File: src/rtl/rv32i_types.sv
// Shared types for the load/store unit.
//   lsu_state_t : unit FSM states
//   lsu_size_t  : funct3[1:0] access-size encoding
//   F3_UNSIGNED : funct3 bit selecting zero-extension on loads
//   f3_illegal  : funct3/direction legality for a given data width
//   size_bytes  : access size in bytes
package rv32i_types;

    typedef enum logic [1:0] {IDLE, ACCESS1, ACCESS2, DONE} lsu_state_t;

    typedef enum logic [1:0] {
        SZ_BYTE   = 2'b00,
        SZ_HALF   = 2'b01,
        SZ_WORD   = 2'b10,
        SZ_DOUBLE = 2'b11
    } lsu_size_t;

    localparam int F3_UNSIGNED = 2;

    function automatic logic f3_illegal(input logic [2:0] f3, input logic we, input int data_w);
        if (f3 == 3'b111) return 1'b1;
        if (we && f3[F3_UNSIGNED]) return 1'b1;
        // A 32-bit datapath has no doubleword and no lwu.
        if (data_w == 32 && (f3[1:0] == SZ_DOUBLE || f3 == 3'b110)) return 1'b1;
        return 1'b0;
    endfunction

    function automatic int size_bytes(input logic [1:0] sz);
        return 1 << sz;
    endfunction

endpackage

File: src/rtl/lsu_align.sv
// Byte-lane alignment for loads and stores (combinational).
//   size, is_unsigned, offset : access size, zero-extend flag, byte offset in word
//   wdata                     : LSB-justified store data
//   wdata_lo/hi, be_lo/hi     : store data and byte enables for beat 1 / beat 2
//   rdata_lo/hi               : read data of beat 1 / beat 2
//   rdata_ext                 : shifted, masked and extended load result
// Both directions work on a double-width window {beat2, beat1}, so a split
// access and a single-beat access share the same shifting logic.
module lsu_align import rv32i_types::*; #(
    parameter int DATA_W = 32
) (
    input  logic [1:0]                   size,
    input  logic                         is_unsigned,
    input  logic [$clog2(DATA_W/8)-1:0]  offset,
    input  logic [DATA_W-1:0]            wdata,
    output logic [DATA_W-1:0]            wdata_lo,
    output logic [DATA_W-1:0]            wdata_hi,
    output logic [DATA_W/8-1:0]          be_lo,
    output logic [DATA_W/8-1:0]          be_hi,
    input  logic [DATA_W-1:0]            rdata_lo,
    input  logic [DATA_W-1:0]            rdata_hi,
    output logic [DATA_W-1:0]            rdata_ext
);
    localparam int BYTES = DATA_W / 8;

    int                  nbytes;
    logic [2*BYTES-1:0]  be_wide;
    logic [DATA_W-1:0]   ld_raw;
    logic [DATA_W-1:0]   bit_mask;
    logic                sign;

    assign nbytes = size_bytes(size);

    assign {wdata_hi, wdata_lo} = {{DATA_W{1'b0}}, wdata} << {offset, 3'b000};

    for (genvar i = 0; i < 2*BYTES; i++) begin : g_lane
        assign be_wide[i] = (i >= int'(offset)) && (i < int'(offset) + nbytes);
    end
    assign {be_hi, be_lo} = be_wide;

    assign ld_raw = DATA_W'({rdata_hi, rdata_lo} >> {offset, 3'b000});

    for (genvar i = 0; i < DATA_W; i++) begin : g_bit
        assign bit_mask[i] = (i < 8*nbytes);
    end

    always_comb begin
        sign = 1'b0;
        case (size)
            SZ_BYTE: sign = ld_raw[7];
            SZ_HALF: sign = ld_raw[15];
            SZ_WORD: sign = ld_raw[31];
            default: sign = ld_raw[DATA_W-1];
        endcase
    end

    assign rdata_ext = (ld_raw & bit_mask) | ({DATA_W{sign & ~is_unsigned}} & ~bit_mask);

endmodule

File: src/rtl/load_store_unit.sv
// RISC-V load/store unit: one request at a time, one or two memory beats.
//   req_*   : request handshake (req_ready high only when idle)
//   mem_*   : memory strobes, aligned address, lane data/enables, response
//   rsp_*   : one-cycle completion pulse with load data and fault flags
// Word-crossing accesses either split into two beats or fault, depending on
// SPLIT_MISALIGNED. Faulting/illegal requests never touch memory.
module load_store_unit import rv32i_types::*; #(
    parameter int DATA_W           = 32,
    parameter int ADDR_W           = 32,
    parameter bit SPLIT_MISALIGNED = 1'b0
) (
    input  logic                 clk,
    input  logic                 rst,
    input  logic                 req_valid,
    output logic                 req_ready,
    input  logic                 req_we,
    input  logic [2:0]           req_funct3,
    input  logic [ADDR_W-1:0]    req_addr,
    input  logic [DATA_W-1:0]    req_wdata,
    output logic                 mem_read,
    output logic                 mem_write,
    output logic [ADDR_W-1:0]    mem_address,
    output logic [DATA_W-1:0]    mem_wdata,
    output logic [DATA_W/8-1:0]  mem_byte_enable,
    input  logic [DATA_W-1:0]    mem_rdata,
    input  logic                 mem_resp,
    output logic                 rsp_valid,
    output logic [DATA_W-1:0]    rsp_rdata,
    output logic                 rsp_misaligned,
    output logic                 rsp_illegal
);
    localparam int BYTES = DATA_W / 8;
    localparam int OFFW  = $clog2(BYTES);

    lsu_state_t state, state_d;

    logic               r_we, r_cross, r_mis, r_ill, gap;
    logic [2:0]         r_funct3;
    logic [ADDR_W-1:0]  r_addr;
    logic [DATA_W-1:0]  r_wdata, beat_lo, beat_hi;

    logic [OFFW-1:0]    req_off;
    logic               req_cross, req_ill, req_fault, accept;
    logic               in_access, strobe, beat_done;
    logic [ADDR_W-1:0]  base, next_base;
    logic [DATA_W-1:0]  st_lo, st_hi, ld_data;
    logic [BYTES-1:0]   be_lo, be_hi;

    // Request decode, evaluated on the raw inputs at acceptance.
    assign req_off   = req_addr[OFFW-1:0];
    assign req_cross = (int'(req_off) + size_bytes(req_funct3[1:0])) > BYTES;
    assign req_ill   = f3_illegal(req_funct3, req_we, DATA_W);
    assign req_fault = req_ill || (req_cross && !SPLIT_MISALIGNED);
    assign accept    = req_valid && (state == IDLE);

    // gap forces the strobes low for the cycle after every beat completes,
    // including the turnaround between ACCESS1 and ACCESS2.
    assign in_access = (state == ACCESS1) || (state == ACCESS2);
    assign strobe    = in_access && !gap;
    assign beat_done = strobe && mem_resp;

    always_ff @(posedge clk or negedge rst) begin
        if (!rst) state <= IDLE;
        else      state <= state_d;
    end

    always_comb begin
        state_d = state;
        case (state)
            IDLE:    if (req_valid) state_d = req_fault ? DONE : ACCESS1;
            ACCESS1: if (beat_done) state_d = r_cross ? ACCESS2 : DONE;
            ACCESS2: if (beat_done) state_d = DONE;
            DONE:    state_d = IDLE;
            default: state_d = IDLE;
        endcase
    end

    always_ff @(posedge clk or negedge rst) begin
        if (!rst) begin
            r_we     <= 1'b0;
            r_funct3 <= '0;
            r_addr   <= '0;
            r_wdata  <= '0;
            r_cross  <= 1'b0;
            r_mis    <= 1'b0;
            r_ill    <= 1'b0;
            gap      <= 1'b0;
            beat_lo  <= '0;
            beat_hi  <= '0;
        end else begin
            gap <= beat_done;
            if (accept) begin
                r_we     <= req_we;
                r_funct3 <= req_funct3;
                r_addr   <= req_addr;
                r_wdata  <= req_wdata;
                r_cross  <= req_cross;
                r_ill    <= req_ill;
                r_mis    <= !req_ill && req_cross && !SPLIT_MISALIGNED;
                beat_lo  <= '0;
                beat_hi  <= '0;
            end
            if (beat_done && state == ACCESS1) beat_lo <= mem_rdata;
            if (beat_done && state == ACCESS2) beat_hi <= mem_rdata;
        end
    end

    lsu_align #(.DATA_W(DATA_W)) u_align (
        .size        (r_funct3[1:0]),
        .is_unsigned (r_funct3[F3_UNSIGNED]),
        .offset      (r_addr[OFFW-1:0]),
        .wdata       (r_wdata),
        .wdata_lo    (st_lo),
        .wdata_hi    (st_hi),
        .be_lo       (be_lo),
        .be_hi       (be_hi),
        .rdata_lo    (beat_lo),
        .rdata_hi    (beat_hi),
        .rdata_ext   (ld_data)
    );

    assign base      = {r_addr[ADDR_W-1:OFFW], {OFFW{1'b0}}};
    assign next_base = base + ADDR_W'(BYTES);

    assign req_ready       = (state == IDLE);
    assign mem_read        = strobe && !r_we;
    assign mem_write       = strobe && r_we;
    assign mem_address     = strobe ? ((state == ACCESS2) ? next_base : base) : '0;
    assign mem_byte_enable = strobe ? ((state == ACCESS2) ? be_hi : be_lo) : '0;
    assign mem_wdata       = (strobe && r_we) ? ((state == ACCESS2) ? st_hi : st_lo) : '0;

    assign rsp_valid      = (state == DONE);
    assign rsp_misaligned = rsp_valid && r_mis;
    assign rsp_illegal    = rsp_valid && r_ill;
    assign rsp_rdata      = (rsp_valid && !r_we && !r_mis && !r_ill) ? ld_data : '0;

endmodule

File: config.mk
export PLATFORM = sky130hd
export DESIGN_NAME = load_store_unit
export DESIGN_NICKNAME = d
export VERILOG_FILES = /design/src/rtl/rv32i_types.sv /design/src/rtl/lsu_align.sv /design/src/rtl/load_store_unit.sv
export SDC_FILE = /design/constraint.sdc
export NUM_CORES = 1
export LEC_CHECK = 0
export ABC_AREA = 0
export ABC_CLOCK_PERIOD_IN_PS = 5500
export CAP_MARGIN = 20
export CORE_MARGIN = 5
export CORE_UTILIZATION = 55
export CTS_CLUSTER_SIZE = 8
export DETAILED_ROUTE_END_ITERATION = 10
export PLACE_DENSITY_LB_ADDON = 0.2
export SYNTH_ARGS = -nofsm -noshare
export SYNTH_HDL_FRONTEND = slang
export SYNTH_HIERARCHICAL = 1
export SYNTH_SLANG_ARGS = --single-unit
File: constraint.sdc
create_clock -name clk -period 5.5 [get_ports clk]
set_input_delay 1.1 -clock clk [delete_from_list [all_inputs] [get_ports clk]]
set_output_delay 1.1 -clock clk [all_outputs]
set_load 0.01 [all_outputs]
Word-level counts from Yosys, hierarchy flattened
Index checks and enable logic that the tools add are counted.

storage, ports and cells
  bits in registers = 138
  output and inout bits = 106

operators by class
  add/sub/neg operators = 3
  order comparisons = 44
  equality and inequality tests = 10
  shifts and indexed selects = 4
  multiplexer cells = 29
  bitwise operators = 6
  reduce and logical (&&, ||, !) cells = 30

operators by type and width
  cell                   count
  $lt 6x32->1 const A    16
  $lt 4x32->1 const A    8
  $lt 5x32->1 const A    8
  $mux 32                8
  $lt 3x32->1 const A    4
  $add 3x32->32          2
  $and 32x32->32         2
  $lt 1x32->1 const A    2
  $lt 2x32->1 const A    2
  $shl 1x2->32 const A   2
  $shl 32x5->64          1
  $shr 64x5->32          1
  $add 32x3->32 const B  1
  $gt 32x4->1 const B    1
  $not 32->32            1
  $or 32x32->32          1
  $logic_and 1x1->1      17
  $mux 1                 13
  $mux 2                 4
  $mux 4                 2
  $pmux 2 s4             1
  $eq 2x2->1 const B     3
  $eq 3x3->1 const B     2
  $ne 2x2->1 const B     3
  other kinds (11)       21

Logic depth before layout (Yosys ltp)
Gate-level depths: netlist of the first run.

  depth after elaboration = 12
  mapped depth = 9
  depth with buffers taken out = 8

By module
Netlist of the first run, hierarchy kept.

by module, submodules not included
  module           instances  cells each  area each (µm²)  sequential area each (µm²)
  load_store_unit  1          731         7030.5           3453.3
  lsu_align        1          247         1901.8           0.0

Worst setup path after synthesis of the first run
Ideal clock, no wire load.

  path kind = reg-to-output
  start = reg r_funct3[0]
  end = out mem_byte_enable[0]
  data arrival time = 1.922 ns
  required time = 4.400 ns
  path slack = 2.478 ns
  stages on the path, launching flop included = 9
  path through = dfrtp_1 -> clkbuf_1 -> nor2_1 -> ha_1 -> fa_1 -> o21ai_1 -> a21boi_0 -> mux2i_1 -> nor2_1

on the way
  longest elaborated chain between the ends = 6
  elaborated cells between the ends (all ways) = 7
  those cells by class = add/sub: 1; order compare: 2; shift: 1; mux: 2; reduce/logical: 1

RTL lines
  item                    RTL line                RTL
  start, declared         load_store_unit.sv:38   logic [2:0] r_funct3;
  start signal, assigned  load_store_unit.sv:94   r_funct3 <= req_funct3;
  $shl 1x2->32            rv32i_types.sv:29       return 1 << sz;
  $add 3x32->32           lsu_align.sv:37         assign be_wide[i] = (i >= int'(offset)) && (i < int'(offset) + nbytes);
  $lt 1x32->1             lsu_align.sv:37
  $logic_and 1x1->1       lsu_align.sv:37
  named net be_lo[0]      load_store_unit.sv:47   logic [BYTES-1:0] be_lo, be_hi;
  $mux 4 (2 in series)    load_store_unit.sv:129  assign mem_byte_enable = strobe ? ((state == ACCESS2) ? be_hi : be_lo) : '0;
  end, declared           load_store_unit.sv:24   output logic [DATA_W/8-1:0] mem_byte_enable,

The timed path passes the listed nets, and every way through them passes these cells.

Worst setup path after layout of the first run
  start = reg r_funct3[1]
  end = out mem_byte_enable[0]

The elaborated chain is that of the path after synthesis.

==> results of run 1 <==
## flip-flops by register name, indices dropped and copies added, names as in the netlist
| signal | cells |
|---|---|
| beat_hi | 24 |
| beat_lo | 32 |
| gap | 1 |
| r_addr | 32 |
| r_cross | 1 |
| r_funct3 | 3 |
| r_ill | 1 |
| r_mis | 1 |
| r_wdata | 32 |
| r_we | 1 |
| state | 2 |
## final timing paths
path / startpoint / depth (start not counted) / slack (ns) / endpoint
setup / recovery: r_funct3[1]$_DFFE_PN0P_ / 9 / 0.87 / mem_byte_enable[0]
hold reg to reg: r_cross$_DFFE_PN0P_ / 2 / 0.49 / r_cross$_DFFE_PN0P_
hold / removal: r_cross$_DFFE_PN0P_ / 2 / 0.49 / r_cross$_DFFE_PN0P_
max in group asynchronous: rst / 2 / 3.75 / r_wdata[10]$_DFFE_PN0P_
setup reg to reg: state[0]$_DFFE_PN0P_ / 6 / 2.81 / beat_hi[20]$_DFFE_PN0P_
min in group asynchronous: rst / 1 / 0.70 / r_addr[7]$_DFFE_PN0P_
## metrics by stage
stage	instance area (um2)	cells	setup slack (ns)	total power [mW]	hold slack (ns)
6_report	11300	1330	0.868	6.43	0.487
3_5_place_dp	10700	1299	1.31	5.38	0.476
3_3_place_gp	10700	1298	1.41	5.26	0.464
4_1_cts	11300	1330	0.861	6.46	0.488
2_1_floorplan	8660	954	2.48	4.15	0.450
5_1_grt	11300	1330	0.585	6.91	0.513
## routing by layer
layer  wire [um]  vias up  GRT usage [%]
met5           0        -              0
met4         459        0           7.33
met3        1510       33           4.98
met2       11000      260           41.0
met1       10000     3615           34.6
li1            -     3578              -
## cell usage in the layout, fill, tap and decap left out, types with 2 or more instances in the layout
cell type / instances
clkdlybuf4s50_1: 206
inv_1: 17
mux4_2: 28
clkinv_4: 2
nor4_1: 3
dfrtp_1: 128
or3_1: 7
ha_1: 7
clkinvlp_4: 5
xor2_1: 5
nand2b_1: 3
buf_4: 11
nor3_1: 2
or4_1: 8
a21oi_1: 25
or3_2: 4
nand3_1: 9
nand2_1: 187
mux2i_1: 75
clkbuf_16: 17
fa_1: 2
o31ai_1: 11
nor2b_1: 5
and3_1: 10
clkinv_2: 4
and2_1: 44
nand4_1: 7
mux2_2: 70
xnor2_1: 5
o21ai_0: 94
conb_1: 10
and4_1: 3
nor2_1: 77
## tightest hold or removal path: stages, from the launching register on
cell     delay, ns
dfrtp_1       0.34
nand2_1       0.05
o21ai_0       0.06
## final cells by class
type                    instances  area [um2]
multi-input cells             723        4970
fillers                      1185        4050
flip-flops and latches        130        3260
repair buffers                218        2160
clock buffers                  18         439
well taps                     211         264
clock inverters                13         114
inverters                      17        63.8
## power by group through the flow
| stage | sequential, mW | combinational, mW | clock, mW |
|---|---|---|---|
| 6_report | 1.95 | 3.43 | 1.06 |
| 5_1_grt | 2.02 | 3.79 | 1.11 |
| 4_1_cts | 1.93 | 3.46 | 1.07 |
| 3_5_place_dp | 1.95 | 3.43 | 0 |
| 3_3_place_gp | 1.92 | 3.34 | 0 |
| 2_1_floorplan | 1.69 | 2.46 | 0 |
==> results by group, run 1 <==
STA
  – RSZ-0062 raised after global routing: no
  – Max Slew Vio Count: 0
  – Tmin final: 4.63 ns
  – Setup Skew: 0.0102 ns
  – Slew headroom: 27.9%
  – Final setup fails: 0
  – Setup TNS: 0 ns
  – Final worst path period share: 84.2%
  – FMAX: 216 MHz
  – Final hold violations: 0
  – Worst Tran Pin Value: 1.08 ns

Global routing
  – Number of global-route vias before repair: 7136
  – Initial antenna violation count: 0
  – First-pass GRT wire length: 37.1 mm
  – Pin count of the biggest net entering global routing: 78
  – Remaining Overflow, GRT: 0
  – GRT Overall Usage: 25.2%

Synthesis
  – Mean post-synth cell area: 9.12 um2
  – Synth warnings: 6
  – Synthesized area: 8630 um2
  – Syn Inst Count: 946

Placed design
  – IO buf count: 207
  – Routability cong.: 0.855
  – Detailed Place HPWL: 16.4 mm

Cells and area
  – Final core utilization: 73.6%
  – Area Growth Syn to Fin: 30.5%
  – Layout Nets: 1221
  – Final antenna diode count: 0
  – Share of cells above drive strength 1: 13.9%

Floorplan
  – DIE AREA: 18300 um2
  – Num ports: 210
  – Cell row count: 45
  – Core area: 15300 um2
  – Die Ht: 135 um
  – Chip width: 135 um
  – Starting density of the core: 56.4%

Clock tree
  – Htree depth: 4
  – Clock latency on the worst-skew pair: 0.42 ns
  – Num Clock Sinks: 130
  – Post-cts hold buffer count: 0
  – CTS tree: built
  – CTS buffer count: 17
  – Cts repair resizes: 0
  – CTS Buffer Depth: 2
  – Clock transition at path regs: 0.05 ns
  – Setup Buffers After CTS: 0
  – Root Driver: clkbuf_16

Power and ir drop
  – Pleak: 4.69 nW
  – Register share of total power: 30.3%
  – Clock network power share: 16.4%
  – Max IR drop VDD: 0.339 mV
  – Internal power: 3.80 mW
  – PwrDens: 571 nW/um2
  – Net Sw Power: 2.63 mW
  – Sw Ratio: 40.9%
  – Combinational power share: 53.3%

Status
  – Status: finished, final reports clean

Job
  – Max_cap viols: 0

Routing
  – DRC violation count after routing: 0
  – Wirelength, routed: 23.0 mm
  – Routed wire per std cell: 17.3 um
  – Antenna viol nets, final: 0
  – DRT iter0 DRCs: 468
  – Via count: 7486
  – Initial DRT Pass Iterations: 5
  – Drt via density: 5.63

Critical path
  – Crit. End Element: output pin
  – CP cell instances: nor2_1 -> ha_1 -> fa_1 -> nand3b_1 -> o21ai_1 -> a21boi_0 -> mux2i_1 -> nor2_1 -> clkdlybuf4s50_1
  – WP data arrival: 3.53 ns
  – Top cell by count, worst path: nor2_1
  – Critical Path RT: 4.40 ns
  – Crit Path Max Fanout: 31
  – WP buf/inv: 1
  – Critical path's slowest cell: dfrtp_1
  – Setup CP Type: reg -> out
  – Crit path max-delay family: flip-flops
  – Type of origin of the critical path: flip-flop
  – Slowest cell delay on critical path: 0.99 ns

Min path
  – Worst Hold Class: reg -> reg
No activity file was read; power rests on OpenSTA's default activity.
==> run 2, diff against run 1 <==
--- a/config.mk
+++ b/config.mk
@@ -6,10 +6,10 @@
 export NUM_CORES = 1
 export LEC_CHECK = 0
 export ABC_AREA = 0
-export ABC_CLOCK_PERIOD_IN_PS = 5500
+export ABC_CLOCK_PERIOD_IN_PS = 4200
 export CAP_MARGIN = 20
 export CORE_MARGIN = 5
-export CORE_UTILIZATION = 55
+export CORE_UTILIZATION = 46
 export CTS_CLUSTER_SIZE = 8
 export DETAILED_ROUTE_END_ITERATION = 10
 export PLACE_DENSITY_LB_ADDON = 0.2
==> constraint.sdc (replaced) <==
create_clock -name clk -period 4.2 [get_ports clk]
set_input_delay 0.84 -clock clk [delete_from_list [all_inputs] [get_ports clk]]
set_output_delay 0.84 -clock clk [all_outputs]
set_load 0.01 [all_outputs]
==> run 2 against run 1 <==
Compared with the run above: hold slack worse by 0.25 ns; first-iteration DRC count is 3.8% lower; combinational power is 35% higher; wire length is 3.9% higher; power is 34% higher; clock power is 37% higher; via count is 0.53% lower; die area is 18% higher; design area is 1.2% higher; flip-flop and latch count stayed put; core utilization is 12 points lower.
==> results by group, run 2 (synthesized netlist as in run 1, its figures left out) <==
Status
  – Status: finished, final reports clean (unchanged)

STA
  – Tmin final: 3.90 ns
  – Setup TNS: 0 ns (unchanged)
  – Worst Tran Pin Value: 0.781 ns (was 1.08 ns)
  – Hold WS: 0.232 ns (was 0.487 ns)
  – Slew headroom: 47.7% (was 27.9%)
  – Setup slack after layout: 0.296 ns (was 0.868 ns)
  – Final worst path period share: 93.0%
  – RSZ-0062 raised after global routing: no (unchanged)
  – Final hold violations: 0 (unchanged)
  – Setup Skew: 0.00999 ns (was 0.0102 ns)
  – FMAX: 256 MHz
  – Max Slew Vio Count: 0 (unchanged)
  – Final setup fails: 0 (unchanged)

Clock tree
  – Clock transition at path regs: 0.06 ns (was 0.05 ns)
  – Htree depth: 4 (unchanged)
  – Setup Buffers After CTS: 0 (unchanged)
  – Cts repair resizes: 0 (unchanged)
  – CTS buffer count: 17 (unchanged)
  – Root Driver: clkbuf_16 (unchanged)
  – Clock latency on the worst-skew pair: 0.42 ns (about the same)
  – Post-cts hold buffer count: 0 (unchanged)
  – CTS Buffer Depth: 2 (unchanged)
  – CTS tree: built (unchanged)
  – Num Clock Sinks: 130 (unchanged)

Power and ir drop
  – Register share of total power: 29.2% (was 30.3%)
  – PwrDens: 753 nW/um2 (was 571 nW/um2)
  – Sw Ratio: 41.6% (was 40.9%)
  – Pleak: 4.75 nW (was 4.69 nW)
  – Internal power: 5.02 mW (was 3.80 mW)
  – Net Sw Power: 3.57 mW (was 2.63 mW)
  – Combinational power share: 53.9% (was 53.3%)
  – Final Power: 8.59 mW (was 6.43 mW)
  – Max IR drop VDD: 0.410 mV (was 0.339 mV)
  – Clock network power share: 16.8% (was 16.4%)

Floorplan
  – Num ports: 210 (unchanged)
  – Die Ht: 147 um (was 135 um)
  – Core area: 18600 um2 (was 15300 um2)
  – Cell row count: 50 (was 45)
  – Starting density of the core: 46.5% (was 56.4%)
  – Chip width: 147 um (was 135 um)
  – DIE AREA: 21600 um2 (was 18300 um2)

Cells and area
  – Most common cell after layout, fill and taps aside: clkdlybuf4s50_1 (unchanged)
  – Share of cells above drive strength 1: 14.5% (was 13.9%)
  – Area Growth Syn to Fin: 32.1% (was 30.5%)
  – Final std cells w/o fill: 1360 (was 1330)
  – Final instance area: 11400 um2 (was 11300 um2)
  – Most frequent cells in the layout: clkdlybuf4s50_1 (206), nand2_1 (187), dfrtp_1 (128), o21ai_0 (94), nor2_1 (77) (unchanged)
  – Largest registers: beat_lo x32, r_addr x32, r_wdata x32 (unchanged)
  – Layout Nets: 1227 (was 1221)
  – Final antenna diode count: 0 (unchanged)
  – Final core utilization: 61.4% (was 73.6%)

Routing
  – Met3 routed WL: 1.47 mm (was 1.51 mm)
  – DRT iter0 DRCs: 450 (was 468)
  – Wirelength, routed: 23.9 mm (was 23.0 mm)
  – DRC violation count after routing: 0 (unchanged)
  – Initial DRT Pass Iterations: 5 (unchanged)
  – WL met1: 10.5 mm (was 10.0 mm)
  – Drt via density: 5.48 (was 5.63)
  – Via count: 7446 (was 7486)
  – Met2 WL: 11.5 mm (was 11.0 mm)
  – Routed wire per std cell: 17.6 um (was 17.3 um)
  – Antenna viol nets, final: 0 (unchanged)
  – Top Metal Used: met5 (was met4)

Critical path
  – Type of origin of the critical path: flip-flop (unchanged)
  – Crit. Startpoint: r_addr[6]$_DFFE_PN0P_ (was r_funct3[1]$_DFFE_PN0P_)
  – Crit Path Max Fanout: 17 (was 31)
  – Crit. End Element: output pin (unchanged)
  – Setup CP Type: reg -> out (unchanged)
  – WP data arrival: 3.06 ns (was 3.53 ns)
  – Reg-to-Reg Start: state[0]$_DFFE_PN0P_ (unchanged)
  – Critical Path RT: 3.36 ns (was 4.40 ns)

Placed design
  – Detailed Place HPWL: 16.8 mm (was 16.4 mm)
  – IO buf count: 207 (unchanged)
  – Placed insts: 1327 (was 1299)
  – Placement Cell Area: 10800 um2 (was 10700 um2)
  – DP Worst Slack: 0.751 ns (was 1.31 ns)
  – Routability cong.: 0.877 (was 0.855)

Global routing
  – GRT Overall Usage: 22.1% (was 25.2%)
  – First-pass GRT wire length: 39.0 mm (was 37.1 mm)
  – Number of global-route vias before repair: 7369 (was 7136)
  – Pin count of the biggest net entering global routing: 107 (was 78)
  – Remaining Overflow, GRT: 0 (unchanged)
  – Initial antenna violation count: 1 (was 0)

Min path
  – Worst Hold Class: in -> async (was reg -> reg)

Job
  – Max_cap viols: 0 (unchanged)
[run 2: cell types whose count changed in the layout (fill, tap and decap cells not counted), moves of 2 or more]
cell and delta:
clkinvlp_4 -2, buf_12 +2, clkinv_2 -3, inv_6 +6, buf_4 +3
[run 2: worst max-delay path: stages (launching register included)]
cell	delay, ns
dfrtp_1	0.48
nand4_4	0.18
or4_1	0.79
or3_2	0.49
a21oi_1	0.15
clkdlybuf4s50_1	0.55
[run 2: per-layer routing]
layer	vias up	track usage (%)
met5	-	0
met2	224	36.3
met1	3590	29.6
li1	3600	-
met3	30	5.18
met4	2	6.15
[run 2: final cells by class]
class,count,area [um2]
Fill cell,1604,7180
Inverter,17,63.8
Clock inverter,15,148
Multi-Input combinational cell,723,4970
Tap cell,234,293
Timing Repair Buffer,224,2250
Clock buffer,17,425
Sequential cell,130,3260
[run 2: final timing paths]
kind,endpoint,slack (ns),cells after the start
setup / recovery,mem_address[17],0.30,5
hold / removal,r_addr[9]$_DFFE_PN0P_,0.23,1
setup reg to reg,beat_hi[8]$_DFFE_PN0P_,1.90,7
hold reg to reg,r_cross$_DFFE_PN0P_,0.50,2
max in group asynchronous,r_addr[0]$_DFFE_PN0P_,3.25,2
min in group clk,r_cross$_DFFE_PN0P_,0.50,2
[run 2: power groups by stage]
stage	logic, mW	clock network [mW]	registers (mW)
2_1_floorplan	3.22	0	2.22
3_3_place_gp	4.58	0	2.48
3_5_place_dp	4.65	0	2.51
4_1_cts	4.67	1.48	2.50
5_1_grt	5.11	1.53	2.61
6_report	4.63	1.45	2.51
==> run 3, diff against run 2 <==
--- a/config.mk
+++ b/config.mk
@@ -8,8 +8,10 @@
 export ABC_AREA = 0
 export ABC_CLOCK_PERIOD_IN_PS = 4200
 export CAP_MARGIN = 20
+export CELL_PAD_IN_SITES_DETAIL_PLACEMENT = 0
+export CELL_PAD_IN_SITES_GLOBAL_PLACEMENT = 1
 export CORE_MARGIN = 5
-export CORE_UTILIZATION = 46
+export CORE_UTILIZATION = 35
 export CTS_CLUSTER_SIZE = 8
 export DETAILED_ROUTE_END_ITERATION = 10
 export PLACE_DENSITY_LB_ADDON = 0.2
==> run 3 against run 2 <==
Compared with the run above: fmax shrank 2.4%; clock power about the same; combinational power grew 1%; flip-flop and latch count unchanged; largest cell class unchanged.
==> results by group, run 3 (synthesized netlist as in run 1, its figures left out) <==
Status
  – Status: finished, final reports clean (unchanged)

Critical path
  – CP cell instances: nand4_4 -> or4_1 -> or3_2 -> a21oi_1 -> clkdlybuf4s50_1 (unchanged)
  – Slowest cell delay on critical path: 0.81 ns (was 0.79 ns)
  – Type of origin of the critical path: flip-flop (unchanged)
  – Worst r2r path cells: 7 (unchanged)
  – Crit. End Element: output pin (unchanged)
  – Crit Path Max Fanout: 17 (unchanged)
  – Setup CP Type: reg -> out (unchanged)
  – Worst R2R Setup Slack: 2.02 ns (was 1.90 ns)
  – WP data arrival: 3.16 ns (was 3.06 ns)
  – Critical Path RT: 3.36 ns (about the same)
  – Critical path's slowest cell: or4_1 (unchanged)

Global routing
  – GRT Overall Usage: 18.3% (was 22.1%)
  – Remaining Overflow, GRT: 0 (unchanged)
  – Pin count of the biggest net entering global routing: 97 (was 107)
  – Initial antenna violation count: 0 (was 1)
  – First-pass GRT wire length: 41.1 mm (was 39.0 mm)
  – Number of global-route vias before repair: 7265 (was 7369)

Cells and area
  – Final std cells w/o fill: 1453 (was 1360)
  – Most frequent cells in the layout: clkdlybuf4s50_1 (206), nand2_1 (187), dfrtp_1 (127), o21ai_0 (94), nor2_1 (77) (was clkdlybuf4s50_1 (206), nand2_1 (187), dfrtp_1 (128), o21ai_0 (94), nor2_1 (77))
  – Most common cell after layout, fill and taps aside: clkdlybuf4s50_1 (unchanged)
  – Area Growth Syn to Fin: 33.5% (was 32.1%)
  – Final antenna diode count: 0 (unchanged)
  – Final instance area: 11500 um2 (was 11400 um2)
  – Final core utilization: 47.4% (was 61.4%)
  – Layout fillers: 2334 (was 1604)
  – Layout Nets: 1230 (was 1227)
  – Share of cells above drive strength 1: 14.9% (was 14.5%)
  – Largest registers: beat_lo x32, r_addr x32, r_wdata x32 (unchanged)

Routing
  – Initial DRT Pass Iterations: 5 (unchanged)
  – Antenna viol nets, final: 0 (unchanged)
  – Drt via density: 5.08 (was 5.48)
  – Wirelength, routed: 25.5 mm (was 23.9 mm)
  – DRT iter0 DRCs: 426 (was 450)
  – DRC violation count after routing: 0 (unchanged)
  – Via count: 7380 (was 7446)
  – Routed wire per std cell: 17.6 um (about the same)

Floorplan
  – Die Ht: 167 um (was 147 um)
  – Core area: 24300 um2 (was 18600 um2)
  – DIE AREA: 27900 um2 (was 21600 um2)
  – Cell row count: 57 (was 50)
  – Chip width: 167 um (was 147 um)
  – Starting density of the core: 35.5% (was 46.5%)
  – Num ports: 210 (unchanged)

Clock tree
  – CTS Buffer Depth: 2 (unchanged)
  – Htree depth: 4 (unchanged)
  – Clock latency on the worst-skew pair: 0.42 ns (about the same)
  – Setup Buffers After CTS: 0 (unchanged)
  – CTS tree: built (unchanged)
  – Clock transition at path regs: 0.07 ns (was 0.06 ns)
  – Num Clock Sinks: 130 (unchanged)
  – Post-cts hold buffer count: 0 (unchanged)
  – CTS buffer count: 17 (unchanged)
  – Root Driver: clkbuf_16 (unchanged)

STA
  – Setup TNS: 0 ns (unchanged)
  – Setup Skew: 0.0119 ns (was 0.00999 ns)
  – Final hold violations: 0 (unchanged)
  – Final worst path period share: 95.2% (was 93.0%)
  – Tmin final: 4.00 ns (was 3.90 ns)
  – RSZ-0062 raised after global routing: no (unchanged)
  – Hold WS: 0.487 ns (was 0.232 ns)
  – Setup slack after layout: 0.201 ns (was 0.296 ns)
  – Final setup fails: 0 (unchanged)
  – Max Slew Vio Count: 0 (unchanged)
  – Worst Tran Pin Value: 0.950 ns (was 0.781 ns)
  – FMAX: 250 MHz (was 256 MHz)
  – Slew headroom: 36.7% (was 47.7%)

Placed design
  – IO buf count: 207 (unchanged)
  – DP Worst Slack: 0.545 ns (was 0.751 ns)
  – Routability cong.: 0.844 (was 0.877)
  – Placed insts: 1421 (was 1327)
  – Placement Cell Area: 10900 um2 (was 10800 um2)
  – Detailed Place HPWL: 18.1 mm (was 16.8 mm)

Job
  – Max_cap viols: 0 (unchanged)

Min path
  – Hold Crit Depth: 2
  – Worst Hold Class: reg -> reg (was in -> async)

Power and ir drop
  – Max IR drop VDD: 0.378 mV (was 0.410 mV)
  – Final Power: 8.66 mW (was 8.59 mW)
  – Pleak: 4.77 nW (was 4.75 nW)
  – PwrDens: 751 nW/um2 (was 753 nW/um2)
==> run 3: cell count changes in the layout (fill, tap and decap cells not counted), sizes merged <==
cell,before,now
buf,18,21
bufinv,1,0
clkinvlp,3,1
inv,25,28
==> run 3: final cells by class <==
| type | count | area [um2] | area share, % |
|---|---|---|---|
| inverter | 17 | 63.8 | 0.554 |
| timing repair buffer | 227 | 2240 | 19.4 |
| clock inverter | 15 | 160 | 1.39 |
| tap | 324 | 405 | 3.52 |
| clock buffer | 17 | 425 | 3.69 |
| multi-input combinational | 723 | 4970 | 43.1 |
| sequential | 130 | 3260 | 28.3 |
==> run 3: final timing paths <==
kind,startpoint,to
worst max register to register,state[0]$_DFFE_PN0P_,beat_lo[26]$_DFFE_PN0P_
worst min-delay path,r_cross$_DFFE_PN0P_,r_cross$_DFFE_PN0P_
worst max-delay path,r_addr[6]$_DFFE_PN0P_,mem_address[17]
min in group asynchronous,rst,r_addr[6]$_DFFE_PN0P_
max in group asynchronous,rst,beat_lo[22]$_DFFE_PN0P_
worst min register to register,r_cross$_DFFE_PN0P_,r_cross$_DFFE_PN0P_
==> run 3: where the power goes <==
group	total [mW]	internal, mW	switching [mW]
Clock	1.48	0.799	0.682
Combinational	4.69	2.36	2.32
Sequential	2.49	1.83	0.661
Total	8.66	4.99	3.67
==> run 3: critical path, delay by kind of cell (launching register included) <==
family	cells	cell delay, ns
flops	1	0.48
simple gates	3	1.48
buf+inv	1	0.58
compound gates	1	0.19
==> run 3: metal layers <==
layer | wire length, um | global-route usage [%]
met2 | 11700 | 28.6
met4 | 350 | 4.59
met5 | 0 | 0
met1 | 12100 | 25.9
met3 | 1390 | 3.86
==> run 3: what timing repair did <==
item,4_1_cts,5_1_grt
resized for setup,0,2
endpoints found under the hold margin,0,0
setup endpoints to repair,0,9
